### src/rtl/parameters.sv
// Shared widths, default unit/lane counts and the writeback record used on the
// path from execution-unit completion to the ROB writeback port.
package parameters;

    localparam int unsigned ROB_ADDR_WIDTH       = 5;
    localparam int unsigned DISPATCH_ADDR_WIDTH  = 2;
    localparam int unsigned PHYS_REGS_ADDR_WIDTH = 6;

    localparam int unsigned NUM_WB_UNITS     = 4;
    localparam int unsigned DEFAULT_WB_WIDTH = 2;

    typedef struct packed {
        logic [DISPATCH_ADDR_WIDTH-1:0]  bank_addr;
        logic [ROB_ADDR_WIDTH-1:0]       rob_addr;
        logic [PHYS_REGS_ADDR_WIDTH-1:0] phys_rd;
        logic                            exc;
    } wb_entry_t;

endpackage

### src/rtl/wb_fifo.sv
// Single-clock FIFO buffering completion records for one execution unit.
// Pushes into a full FIFO and pops from an empty one are ignored.
module wb_fifo
    import parameters::*;
#(
    parameter int unsigned DEPTH = 2,
    parameter type entry_t = wb_entry_t,
    localparam int unsigned PW = (DEPTH > 1) ? $clog2(DEPTH) : 1,
    localparam int unsigned CW = $clog2(DEPTH + 1)
) (
    input  logic          clk,
    input  logic          rst,
    input  logic          flush,
    input  logic          push,
    input  entry_t        push_data,
    input  logic          pop,
    output entry_t        head,
    output logic [CW-1:0] count,
    output logic          full,
    output logic          empty
);

    entry_t        mem [DEPTH];
    logic [PW-1:0] wr_ptr;
    logic [PW-1:0] rd_ptr;
    logic          do_push;
    logic          do_pop;

    assign full    = (count == CW'(DEPTH));
    assign empty   = (count == '0);
    assign do_push = push && !full && !flush;
    assign do_pop  = pop && !empty;
    assign head    = mem[rd_ptr];

    // Depth is a power of two, so the pointers wrap naturally.
    always_ff @(posedge clk or posedge rst) begin
        if (rst) begin
            wr_ptr <= '0;
            rd_ptr <= '0;
            count  <= '0;
        end else if (flush) begin
            wr_ptr <= '0;
            rd_ptr <= '0;
            count  <= '0;
        end else begin
            if (do_push) begin
                wr_ptr <= wr_ptr + 1'b1;
            end
            if (do_pop) begin
                rd_ptr <= rd_ptr + 1'b1;
            end
            count <= count + CW'(do_push) - CW'(do_pop);
        end
    end

    always_ff @(posedge clk) begin
        if (do_push) begin
            mem[wr_ptr] <= push_data;
        end
    end

endmodule

### src/rtl/rob_wb_arbiter.sv
// Buffers completions per execution unit and packs up to WB_WIDTH of them per
// cycle onto the ROB writeback lanes, round-robin, never two on the same bank.
module rob_wb_arbiter
    import parameters::*;
#(
    parameter int unsigned NUM_UNITS  = NUM_WB_UNITS,
    parameter int unsigned WB_WIDTH   = DEFAULT_WB_WIDTH,
    parameter int unsigned FIFO_DEPTH = 2
) (
    input  logic                            clk,
    input  logic                            rst,
    input  logic                            flush,
    input  logic [NUM_UNITS-1:0]            in_valid,
    output logic [NUM_UNITS-1:0]            in_ready,
    input  wb_entry_t                       in_entry     [NUM_UNITS],
    output logic [WB_WIDTH-1:0]             wb_en,
    output logic [DISPATCH_ADDR_WIDTH-1:0]  wb_bank_addr [WB_WIDTH],
    output logic [ROB_ADDR_WIDTH-1:0]       wb_rob_addr  [WB_WIDTH],
    output logic [PHYS_REGS_ADDR_WIDTH-1:0] wb_phys_rd   [WB_WIDTH],
    output logic [WB_WIDTH-1:0]             wb_exc
);

    localparam int unsigned UW        = (NUM_UNITS > 1) ? $clog2(NUM_UNITS) : 1;
    localparam int unsigned LW        = (WB_WIDTH > 1) ? $clog2(WB_WIDTH) : 1;
    localparam int unsigned CW        = $clog2(FIFO_DEPTH + 1);
    localparam int unsigned NUM_BANKS = 1 << DISPATCH_ADDR_WIDTH;

    wb_entry_t            head  [NUM_UNITS];
    logic [CW-1:0]        count [NUM_UNITS];
    logic [NUM_UNITS-1:0] full;
    logic [NUM_UNITS-1:0] empty;
    logic [NUM_UNITS-1:0] push;
    logic [NUM_UNITS-1:0] grant;
    logic [UW-1:0]        rr_ptr;
    logic [UW-1:0]        rr_next;
    logic [WB_WIDTH-1:0]  lane_en;
    wb_entry_t            lane  [WB_WIDTH];

    for (genvar u = 0; u < NUM_UNITS; u++) begin : g_unit
        // Ready comes from the registered count only; a same-cycle pop never raises it.
        assign in_ready[u] = (count[u] < CW'(FIFO_DEPTH));
        assign push[u]     = in_valid[u] && in_ready[u] && !full[u] && !flush;

        wb_fifo #(
            .DEPTH   (FIFO_DEPTH),
            .entry_t (wb_entry_t)
        ) u_fifo (
            .clk       (clk),
            .rst       (rst),
            .flush     (flush),
            .push      (push[u]),
            .push_data (in_entry[u]),
            .pop       (grant[u]),
            .head      (head[u]),
            .count     (count[u]),
            .full      (full[u]),
            .empty     (empty[u])
        );
    end

    // Scan from rr_ptr; a head whose bank is already taken waits for a later cycle.
    always_comb begin
        logic [LW:0]           n;
        logic [UW:0]           idx;
        logic [NUM_BANKS-1:0]  bank_used;
        grant     = '0;
        lane_en   = '0;
        bank_used = '0;
        n         = '0;
        idx       = '0;
        rr_next   = rr_ptr;
        for (int l = 0; l < WB_WIDTH; l++) begin
            lane[l] = '0;
        end
        for (int i = 0; i < NUM_UNITS; i++) begin
            idx = {1'b0, rr_ptr} + (UW+1)'(i);
            if (idx >= (UW+1)'(NUM_UNITS)) begin
                idx = idx - (UW+1)'(NUM_UNITS);
            end
            if (!empty[idx[UW-1:0]] && (n < (LW+1)'(WB_WIDTH)) &&
                !bank_used[head[idx[UW-1:0]].bank_addr]) begin
                grant[idx[UW-1:0]]                      = 1'b1;
                bank_used[head[idx[UW-1:0]].bank_addr]  = 1'b1;
                lane_en[n[LW-1:0]]                      = 1'b1;
                lane[n[LW-1:0]]                         = head[idx[UW-1:0]];
                n                                       = n + 1'b1;
                rr_next = (idx == (UW+1)'(NUM_UNITS - 1)) ? '0 : UW'(idx + 1'b1);
            end
        end
    end

    always_ff @(posedge clk or posedge rst) begin
        if (rst) begin
            rr_ptr <= '0;
        end else if (!flush) begin
            rr_ptr <= rr_next;
        end
    end

    for (genvar l = 0; l < WB_WIDTH; l++) begin : g_lane
        assign wb_en[l]        = lane_en[l];
        assign wb_bank_addr[l] = lane[l].bank_addr;
        assign wb_rob_addr[l]  = lane[l].rob_addr;
        assign wb_phys_rd[l]   = lane[l].phys_rd;
        assign wb_exc[l]       = lane[l].exc;
    end

endmodule

### config.mk
export PLATFORM = sky130hd
export DESIGN_NAME = rob_wb_arbiter
export DESIGN_NICKNAME = d
export VERILOG_FILES = /design/src/rtl/parameters.sv /design/src/rtl/wb_fifo.sv /design/src/rtl/rob_wb_arbiter.sv
export SDC_FILE = /design/constraint.sdc
export NUM_CORES = 1
export LEC_CHECK = 0
export ABC_CLOCK_PERIOD_IN_PS = 14400
export CELL_PAD_IN_SITES_DETAIL_PLACEMENT = 1
export CELL_PAD_IN_SITES_GLOBAL_PLACEMENT = 1
export CORE_MARGIN = 3
export CORE_UTILIZATION = 49
export CTS_BUF_LIST = sky130_fd_sc_hd__clkbuf_16
export DETAILED_ROUTE_END_ITERATION = 7
export PLACE_DENSITY = 0.95
export SLEW_MARGIN = 10
export SYNTH_ARGS = -nofsm -noshare
export SYNTH_HDL_FRONTEND = slang
export SYNTH_SLANG_ARGS = --single-unit
### constraint.sdc
create_clock -name clk -period 14.4 [get_ports clk]
set_input_delay 3.6 -clock clk [delete_from_list [all_inputs] [get_ports clk]]
set_output_delay 3.6 -clock clk [all_outputs]
set_load 0.01 [all_outputs]
==> summary.md, run 1 <==
| Metric | Value |
|---|---|
| Outcome | completed |
| Number of buffers inserted by port buffering | 96 |
| Total nets after synthesis | slightly below 900 |
| Vias post-DR | roughly 6800 |
| Fin worst setup slack | ~4400 ps |
| Iter 0 DRT Violations | between 400 and 500 |
| Reg-to-Reg Start | g_unit[1].u_fifo.rd_ptr |
| Fill cells | 1764 |
| Cell Chain, Critical Path | mux2i_1, mux4_2, xnor2_1, a31oi_2, inv_1, ha_1, nor2_1, nand2_1, nand4_4, mux2_2, o2111ai_1, clkdlybuf4s50_1 |
| Max Freq | about 100 MHz |
| Half-perimeter wire length after placement | 17720 um |
| Ratio of final minimum period to clock period | 69.70% |
| Number of buffers inserted by hold repair at cts | 0 |
| WP data required | between 10000 and 15000 ps |
| Worst-skew pair later-pin latency | approximately 430 ps |
| Count of unique library cells instantiated by Yosys | 64 |
| Routed Wire Length | between 20000 and 30000 um |
| Sort of element at the end of the critical path | output pin |
| First-pass GRT wire length | 39880 um |
| I/O pin cnt | 97 |
| Cell chosen for the clock root | clkbuf_16 |
| Vias in the first global route | around 7300 |
| Largest incremental delay on the critical path | about 1100 ps |
| Rows | 47 |
| Max-capacitance violation count | 0 |
| Final routed DRC violation total | 0 |
| Main area contributors after synthesis | edfxtp_1, mux2i_1, dfrtp_1, nand2_1, and2_1 |
| Placer's final routability congestion estimate | just under 1 |
| Worst clock skew on the final layout | 11.46 ps |
| Global route total overflow | 0 |
| Final Slew Violations | 0 |
| Critical path class | register to output pin |
| Count of antenna-violating nets left after detailed routing | 0 |
| EDFF count, synth | between 100 and 150 |
| Category of cells accounting for the largest share of critical-path delay | multiplexers |
| Synthesized netlist cell count | around 790 |
| Buffers & Inverters on Critical Path | 2 |
| Largest net degree at the start of global routing | 69 |
| Post-CTS Setup Bufs | 0 |
| Placed cell count | roughly 1100 |
| Area enclosed by the die boundary | around 0.019 sq mm |
| Number of cells upsized or downsized after cts | 0 |
| Cts bufs inserted | 17 |
| Ys flop type | edfxtp_1 |
| # nets final | between 900 and 1000 |
| Sequential cell area fraction in the yosys report | a little under half |
| Layout-stage area growth over the synthesis result | 19.56% |
| Setup repair after global routing missed its margin | no |
| Worst R2R Setup Slack | approximately 9000 ps |
| Post-layout minimum cycle time | around 10000 ps |
| Share of synthesized flip-flops with an asynchronous set or reset | approximately 14% |
| Data arrival time of the worst path | 6440 ps |
| Core ar. | 0.01664 sq mm |
| Library cell occupying the most area in the post-synthesis netlist | edfxtp_1 |
| Hold path start | g_unit[3].u_fifo.wr_ptr |
| Sum of negative setup slack | 0 ps |
| Crit path launch type | register |
| Slew @ Worst Pin | 1283 ps |
| Antenna violations before repair | 0 |
| Library cell contributing the largest single delay on the critical path | dfrtp_1 |
| Place WS | roughly 5000 ps |
| Type of the tightest min-delay check | register to register |
| Final setup vio count | 0 |
| Deepest level of the CTS H-tree | 4 |
| Total of warnings raised by yosys | 0 |
| Post-Synthesis Cell Area | 0.008376 sq mm |
| Maximum fanout count along the critical path | 41 |
| Starting density of the core | 50.33% |
| Worst rel slew slack | 14.14% |
| Most common library cell in the layout ignoring fill and taps | edfxtp_1 |
| Buffers from clock root to sink, at most | 2 |
| Die Span X | around 140 um |
| Launch point of the critical path | g_unit[1].u_fifo.rd_ptr |
| Sinks on Clock Net | 130 |
| Area share of the largest cell type after synthesis | about two fifths |
| Reg clk slew, reported paths | 60 ps |
| Clock tree from TritonCTS | built |
| Final standard cell count with taps included and fillers excluded | between 1000 and 1500 |
| Height of the die | around 140 um |
| Hold violation total from the final report | 0 |
| Ant diodes | 0 |
| Mean post-synth cell area | 10.63 sq um |
| Commonest non-fill, non-tap cells in the layout | edfxtp_1, clkdlybuf4s50_1, nand2_1 |
| DR vias/cell | ~6.2 |
| Number of detailed-route iterations in the first pass | 5 |
| Overall fraction of global-route tracks in use | between 20% and 30% |
| Share of final-layout standard cells stronger than drive strength 1 | 12.59% |
| Flip-flop and latch count after synthesis | 130 |
| Routed wire length per instance | roughly 24 um |
==> final timing paths <==
path / end / cells past startpoint
worst max-delay path: wb_phys_rd[6] / 12
worst min-delay path: g_unit[3].u_fifo.wr_ptr / 2
worst max register to register: g_unit[3].u_fifo.count[1] / 16
worst min register to register: g_unit[3].u_fifo.wr_ptr / 2
max in group asynchronous: rr_ptr[0] / 2
min in group asynchronous: g_unit[1].u_fifo.wr_ptr / 2
==> kinds of logic after synthesis <==
group,Yosys count,share of synthesized area (%)
compound gates,163,14.07
xor+xnor,20,2.091
fa+ha+maj,15,2.241
buf+inv,76,4.347
flops,130,45.53
mux,101,14.68
simple gates,283,17.03
==> synthesized netlist by cell type, types with 8 or more instances <==
master	number
edfxtp_1	112
nand2_1	87
and2_1	50
mux2i_1	49
nor2_1	41
a21oi_1	38
o21ai_0	35
clkbuf_1	32
nor2b_1	32
mux2_2	25
and3_1	21
inv_1	20
nand3_1	20
dfrtp_1	18
nor3_1	17
ha_1	15
xnor2_1	14
o31a_1	12
mux4_2	11
o211ai_1	11
o221ai_1	11
buf_6	8
==> metal layers <==
metal / part of all wire [%] / vias to the layer above / track usage (%)
li1: - / 3070 / -
met1: 39 / 3407 / 35.17
met2: 52 / 286 / 49.56
met3: 5.5 / 50 / 4.926
met4: 3.1 / 0 / 11.31
met5: 0 / - / 0
==> through the flow <==
stage	utilization (%)	hold slack, ps	area, sq um
finish	60.17	581.7	10010
global route	60.17	636.8	10010
CTS	60.17	582.0	10010
detailed placement	56.58	564.6	9417
global placement	56.58	539.1	9417
floorplan	-	523.8	8376
==> cell type report <==
type / instances / area [sq um] / area share, %
Multi-Input combinational cell: 582 / 4200 / 41.95
Clock inverter: 15 / 171.4 / 1.712
Sequential cell: 130 / 3815 / 38.10
Inverter: 24 / 90.09 / 0.8997
Tap cell: 220 / 275.3 / 2.749
Clock buffer: 17 / 425.4 / 4.248
Timing Repair Buffer: 106 / 1036 / 10.35
==> worst register-to-register path, cell delays in order (launching register included) <==
cell and delay, ps:
dfrtp_1 1060, mux2i_1 380, mux4_2 620, xnor2_1 180, a31oi_2 410, ha_1 360, or2_2 250, nor2_1 80
o221ai_2 510, nand3_1 170, a21oi_1 390, ha_1 310, inv_1 60, ha_1 150, xnor2_1 150, xnor2_1 150
nor2_1 60
==> sequential cells by signal, summed over array words and instances (netlist names) <==
signal / cells
g_unit.u_fifo.count: 8
g_unit.u_fifo.mem: 112
g_unit.u_fifo.rd_ptr: 4
g_unit.u_fifo.wr_ptr: 4
rr_ptr: 2
Power of run 1 is not shown: default switching activity piles up to over one toggle a cycle in this logic, so the estimate is an artifact.
==> run 2: changes to the inputs <==
--- a/config.mk
+++ b/config.mk
@@ -5,14 +5,14 @@
 export SDC_FILE = /design/constraint.sdc
 export NUM_CORES = 1
 export LEC_CHECK = 0
-export ABC_CLOCK_PERIOD_IN_PS = 14400
+export ABC_CLOCK_PERIOD_IN_PS = 9200
 export CELL_PAD_IN_SITES_DETAIL_PLACEMENT = 1
 export CELL_PAD_IN_SITES_GLOBAL_PLACEMENT = 1
 export CORE_MARGIN = 3
-export CORE_UTILIZATION = 49
+export CORE_UTILIZATION = 41
 export CTS_BUF_LIST = sky130_fd_sc_hd__clkbuf_16
 export DETAILED_ROUTE_END_ITERATION = 7
-export PLACE_DENSITY = 0.95
+export PLACE_DENSITY = 0.86
 export SLEW_MARGIN = 10
 export SYNTH_ARGS = -nofsm -noshare
 export SYNTH_HDL_FRONTEND = slang
==> constraint.sdc (replaced) <==
create_clock -name clk -period 9.2 [get_ports clk]
set_input_delay 2.3 -clock clk [delete_from_list [all_inputs] [get_ports clk]]
set_output_delay 2.3 -clock clk [all_outputs]
set_load 0.01 [all_outputs]
==> summary.md, run 2 (synthesis results as in run 1) <==
| Metric | Value |
|---|---|
| Outcome | completed |
| Vias post-DR | 6676 (-2.0%) |
| Share of final-layout standard cells stronger than drive strength 1 | 12.77% (+0.18 points) |
| Share of the core filled with cells in the final layout | 51.19% (-9.0 points) |
| Antenna violations before repair | 0 (unchanged) |
| Worst clock skew on the final layout | 13.26 ps (+1.803 ps) |
| Critical path depth | 12 (unchanged) |
| Cell chosen for the clock root | clkbuf_16 |
| Starting density of the core | 42.34% (-8.0 points) |
| Post-layout minimum cycle time | 8661 ps |
| Vias in the first global route | 6906 (-4.8%) |
| Commonest non-fill, non-tap cells in the layout | edfxtp_1, clkdlybuf4s50_1, nand2_1 |
| Maximum fanout count along the critical path | 41 (unchanged) |
| Data arrival time of the worst path | 6360 ps (-80 ps) |
| Layout-stage area growth over the synthesis result | 20.90% |
| First-pass GRT wire length | 38810 um (-2.7%) |
| Buffers & Inverters on Critical Path | 2 (unchanged) |
| Max Freq | ~120 MHz |
| Overall fraction of global-route tracks in use | 22.99% (-5.5 points) |
| Category of cells accounting for the largest share of critical-path delay | multiplexers |
| Register ranked first by flip-flop count | g_unit.u_fifo.mem |
| Critical Path End | wb_phys_rd[8] |
| Endpoint of the lowest-slack register-to-register path | g_unit[3].u_fifo.count[1] |
| Cts bufs inserted | 17 (unchanged) |
| Area enclosed by the die boundary | 0.02218 sq mm (+19%) |
| Clock tree from TritonCTS | built |
| Slew @ Worst Pin | 1065 ps (-217.8 ps) |
| Reg clk slew, reported paths | 60 ps (about the same) |
| Number of buffers inserted by port buffering | 96 (unchanged) |
| Hold violation total from the final report | 0 (unchanged) |
| Placer's final routability congestion estimate | 0.9497 (-1.7%) |
| Worst rel slew slack | 28.98% (+15 points) |
| Launch point of the critical path | g_unit[1].u_fifo.rd_ptr |
| Sort of element at the end of the critical path | output pin |
| Hold slack final | 565.9 ps (-15.85 ps) |
| Regs by FF count | g_unit.u_fifo.mem (112), g_unit.u_fifo.count (8) |
| Iter 0 DRT Violations | 466 (-2.7%) |
| Deepest level of the CTS H-tree | 4 (unchanged) |
| I/O pin cnt | 97 (unchanged) |
| Library cell contributing the largest single delay on the critical path | dfrtp_1 |
| Height of the die | 148.9 um (+8.9%) |
| Most common library cell in the layout ignoring fill and taps | edfxtp_1 |
| Die Span X | 148.9 um (+8.9%) |
| Sinks on Clock Net | 130 (unchanged) |
| Core ar. | 0.01978 sq mm (+19%) |
| Half-perimeter wire length after placement | 17490 um (-1.3%) |
| WP data required | 6900 ps (-3900 ps) |
| Crit path launch type | register |
| Cell Chain, Critical Path | mux2i_1, mux4_2, xnor2_1, a31oi_2, inv_1, ha_1, nor2_1, nand2_1, nand4_4, mux2_2, o2111ai_1, clkdlybuf4s50_1 |
| Type of the tightest min-delay check | register to register |
| Sum of negative setup slack | 0 ps (unchanged) |
| Worst-skew pair later-pin latency | 440 ps (about the same) |
| Ant diodes | 0 (unchanged) |
| Register-to-Register Path Depth | 16 (unchanged) |
| Global route total overflow | 0 (unchanged) |
| Final Slew Violations | 0 (unchanged) |
| Routed Wire Length | 25180 um (-3.7%) |
| Reg-to-Reg Start | g_unit[1].u_fifo.rd_ptr |
| Post-CTS Setup Bufs | 0 (unchanged) |
| Routed wire length per instance | 22.05 um (-7.7%) |
| Flip-flop count of the largest register, all copies and words added | 112 (unchanged) |
| Largest net degree at the start of global routing | 69 (unchanged) |
| Critical path class | register to output pin |
| Final setup vio count | 0 (unchanged) |
| Number of detailed-route iterations in the first pass | 6 (+1) |
| DR vias/cell | 5.846 (-6.1%) |
| Worst R2R Setup Slack | 3780 ps (-5170 ps) |
| Largest incremental delay on the critical path | 1040 ps (-20 ps) |
| Buffers from clock root to sink, at most | 2 (unchanged) |
| Number of cells upsized or downsized after cts | 0 (unchanged) |
| Max-capacitance violation count | 0 (unchanged) |
| # nets final | 942 (+0.32%) |
| Final routed DRC violation total | 0 (unchanged) |
| Number of buffers inserted by hold repair at cts | 0 (unchanged) |
| Setup repair after global routing missed its margin | no |
| Rows | 51 (+8.5%) |
| Ratio of final minimum period to clock period | a little over nine tenths |
| Count of antenna-violating nets left after detailed routing | 0 (unchanged) |
[run 2: cell count changes in the layout (fill, tap and decap cells not counted)]
cell	delta
buf_4	+3
inv_6	-1
inv_1	+1
clkinv_4	+1
clkinvlp_4	-1
inv_8	-2
bufinv_16	+2
[run 2: routing by layer]
layer / share of wire [%] / vias to the layer above / global-route usage (%)
met4: 3.8 / 0 / 9.931
li1: - / 3078 / -
met1: 41 / 3362 / 28.26
met5: 0 / - / 0
met2: 51 / 184 / 39.62
met3: 3.9 / 52 / 4.284
[run 2: worst register-to-register path: cells and delay by family, from the launching register on]
kind,cells,cell delay (ps)
AOI/OAI and AO/OA,3,1330
xor gates and xnor gates,3,480
adders and majority gates,3,820
buffers and inverters,1,60
DFF,1,1040
muxes,2,970
and+or+nand+nor,4,570
[run 2: how the worst min path moves through the flow]
stage,start,end,slack (ps),depth (start not counted)
6_report,g_unit[2].u_fifo.wr_ptr,g_unit[2].u_fifo.wr_ptr,570,2
3_5_place_dp,g_unit[2].u_fifo.wr_ptr,g_unit[2].u_fifo.wr_ptr,550,2
4_1_cts,g_unit[2].u_fifo.wr_ptr,g_unit[2].u_fifo.wr_ptr,570,2
2_1_floorplan,g_unit[2].u_fifo.wr_ptr,g_unit[2].u_fifo.wr_ptr,520,2
5_1_grt,g_unit[3].u_fifo.wr_ptr,g_unit[3].u_fifo.wr_ptr,610,2
3_3_place_gp,g_unit[1].u_fifo.wr_ptr,g_unit[1].u_fifo.wr_ptr,540,2
[run 2: metrics by stage]
step | setup slack (ps) | std cells | instance area, sq um
global route | 119.1 | 1142 | 10130
floorplan | 1973 | 788 | 8376
CTS | 546.6 | 1142 | 10130
finish | 538.8 | 1142 | 10130
global placement | 1295 | 1110 | 9495
detailed placement | 1062 | 1110 | 9495
[run 2: final cells by class]
type,count,area [sq um]
clock buffer,17,425.4
clock inverter,15,205.2
fill,2163,9656
inverter,24,90.09
multi-input combinational,582,4200
sequential,130,3815
tap,265,331.6
timing repair buffer,109,1059
Power of run 2 is left out for the same reason.
==> run 3: changes to the inputs <==
--- a/config.mk
+++ b/config.mk
@@ -7,12 +7,13 @@
 export LEC_CHECK = 0
 export ABC_CLOCK_PERIOD_IN_PS = 9200
 export CELL_PAD_IN_SITES_DETAIL_PLACEMENT = 1
-export CELL_PAD_IN_SITES_GLOBAL_PLACEMENT = 1
+export CELL_PAD_IN_SITES_GLOBAL_PLACEMENT = 2
 export CORE_MARGIN = 3
-export CORE_UTILIZATION = 41
+export CORE_UTILIZATION = 34
 export CTS_BUF_LIST = sky130_fd_sc_hd__clkbuf_16
 export DETAILED_ROUTE_END_ITERATION = 7
 export PLACE_DENSITY = 0.86
+export SETUP_SLACK_MARGIN = 0.2
 export SLEW_MARGIN = 10
 export SYNTH_ARGS = -nofsm -noshare
 export SYNTH_HDL_FRONTEND = slang
==> summary.md, run 3 (synthesis results as in run 1) <==
| Metric | Value |
|---|---|
| Antenna violations before repair | 0 (unchanged) |
| Maximum fanout count along the critical path | 22 (-46%) |
| Critical path class | register to output pin |
| Final setup vio count | 0 (unchanged) |
| Share of final-layout standard cells stronger than drive strength 1 | 13.05% (+0.28 points) |
| Half-perimeter wire length after placement | 17850 um (+2.1%) |
| Library cell contributing the largest single delay on the critical path | dfrtp_1 |
| Cts bufs inserted | 17 (unchanged) |
| Deepest level of the CTS H-tree | 4 (unchanged) |
| Slew @ Worst Pin | 1026 ps (-39.85 ps) |
| Placer's final routability congestion estimate | 0.8823 (-7.1%) |
| Most common library cell in the layout ignoring fill and taps | edfxtp_1 |
| Overall fraction of global-route tracks in use | 19.52% (-3.5 points) |
| Iter 0 DRT Violations | 434 (-6.9%) |
| Global route total overflow | 0 (unchanged) |
| Vias post-DR | 6582 (-1.4%) |
| Die Span X | 163.0 um (+9.4%) |
| First-pass GRT wire length | 39240 um (+1.1%) |
| I/O pin cnt | 97 (unchanged) |
| Layout-stage area growth over the synthesis result | 21.75% |
| Sinks on Clock Net | 130 (unchanged) |
| Count of antenna-violating nets left after detailed routing | 0 (unchanged) |
| Worst rel slew slack | 31.63% (+2.7 points) |
| Sort of element at the end of the critical path | output pin |
| Hold path start | g_unit[3].u_fifo.wr_ptr |
| Register-to-Register Path Depth | 15 (-1) |
| Largest incremental delay on the critical path | 1020 ps (-20 ps) |
| DR vias/cell | 5.485 (-6.2%) |
| Final Slew Violations | 0 (unchanged) |
| Register ranked first by flip-flop count | g_unit.u_fifo.mem |
| Height of the die | 163.0 um (+9.4%) |
| Number of cells upsized or downsized after cts | 0 (unchanged) |
| Regs by FF count | g_unit.u_fifo.mem (112), g_unit.u_fifo.count (8) |
| Number of buffers inserted by hold repair at cts | 0 (unchanged) |
| Type of the tightest min-delay check | register to register |
| Reg-to-Reg Start | g_unit[1].u_fifo.rd_ptr |
| Worst R2R Setup Slack | 3910 ps (+130 ps) |
| Worst clock skew on the final layout | 11.76 ps (-1.505 ps) |
| Data arrival time of the worst path | 5960 ps (-400 ps) |
| Hold Crit Endpoint | g_unit[3].u_fifo.wr_ptr |
| Max Freq | 121.0 MHz (+4.8%) |
| Starting density of the core | 35.16% (-7.2 points) |
| Clock tree from TritonCTS | built |
| Max-capacitance violation count | 0 (unchanged) |
| Post-CTS Setup Bufs | 0 (unchanged) |
| Routed Wire Length | 25720 um (+2.2%) |
| Hold violation total from the final report | 0 (unchanged) |
| Cell Chain, Critical Path | mux2i_1, mux4_2, xnor2_1, a31oi_2, inv_1, ha_1, nand3_1, o21ai_0, nand4_1, o211ai_1, clkdlybuf4s50_1 |
| Reg clk slew, reported paths | 60 ps (about the same) |
| Setup repair after global routing missed its margin | no |
| Worst hold path depth | 2 (unchanged) |
| Crit path launch type | register |
| Buffers from clock root to sink, at most | 2 (unchanged) |
| Place WS | 1458 ps (+395.7 ps) |
| Ant diodes | 0 (unchanged) |
| Flip-flop count of the largest register, all copies and words added | 112 (unchanged) |
| Endpoint of the lowest-slack register-to-register path | g_unit[3].u_fifo.count[1] |
| Final routed DRC violation total | 0 (unchanged) |
| Largest net degree at the start of global routing | 69 (unchanged) |
| Cell chosen for the clock root | clkbuf_16 |
| Number of buffers inserted by port buffering | 96 (unchanged) |
| # nets final | 946 (+0.42%) |
| Share of the core filled with cells in the final layout | 42.80% (-8.4 points) |
| Number of detailed-route iterations in the first pass | 6 (unchanged) |
| Area enclosed by the die boundary | 0.02655 sq mm (+20%) |
| Launch point of the critical path | g_unit[1].u_fifo.rd_ptr |
| Ratio of final minimum period to clock period | 89.80% (-4.3 points) |
| Post-layout minimum cycle time | 8262 ps (-399.4 ps) |
| Outcome | completed |
| Fin worst setup slack | 938.2 ps (+399.4 ps) |
| WP data required | 6900 ps (about the same) |
| Core ar. | 0.02382 sq mm (+20%) |
| Commonest non-fill, non-tap cells in the layout | edfxtp_1, clkdlybuf4s50_1, nand2_1 |
| Vias in the first global route | 6930 (+0.35%) |
| Routed wire length per instance | 21.43 um (-2.8%) |
| Worst-skew pair later-pin latency | 430 ps (about the same) |
| Sum of negative setup slack | 0 ps (unchanged) |
| Rows | 56 (+9.8%) |
run 3: through the flow:
stage | cells | hold WS, ps | cell area (sq um)
after floorplan | 788 | 523.8 | 8376
after global placement | 1168 | 541.8 | 9590
after detailed placement | 1168 | 557.2 | 9590
after CTS | 1200 | 574.1 | 10200
after global routing | 1200 | 612.9 | 10200
final | 1200 | 572.6 | 10200
run 3: final cells by class:
cell class                 count  area, sq um
clock inverter                15        181.4
multi-input combinational    582         4198
inverter                      24        90.09
sequential                   130         3815
timing repair buffer         113         1089
tap                          319        399.1
fill                        2649        13630
clock buffer                  17        425.4
run 3: metal layers:
| layer | vias to the layer above | routed length (um) | track usage, % |
|---|---|---|---|
| met1 | 3305 | 11010 | 24.26 |
| met3 | 41 | 1137 | 3.917 |
| li1 | 3069 | - | - |
| met5 | - | 0 | 0 |
| met4 | 0 | 786 | 7.689 |
| met2 | 167 | 12790 | 33.38 |
run 3: worst max path at each step:
| stage | endpoint | slack (ps) | cells past startpoint |
|---|---|---|---|
| 6_report | wb_bank_addr[3] | 940 | 11 |
| 5_1_grt | wb_bank_addr[3] | 560 | 11 |
| 4_1_cts | wb_bank_addr[3] | 970 | 11 |
| 3_5_place_dp | wb_bank_addr[3] | 1460 | 11 |
| 3_3_place_gp | wb_rob_addr[3] | 1680 | 11 |
| 2_1_floorplan | wb_phys_rd[6] | 1970 | 21 |
run 3: worst max-delay path: cells and delay by family (launching register included):
| family | cells | cell delay, ps |
|---|---|---|
| XOR/XNOR | 1 | 190 |
| AO/OA/AOI/OAI | 3 | 1110 |
| adder cells (fa/ha/maj) | 1 | 570 |
| multiplexers | 2 | 960 |
| AND/OR/NAND/NOR | 2 | 900 |
| flip-flops | 1 | 1020 |
| buffers and inverters | 2 | 780 |
Power of run 3 is left out for the same reason.
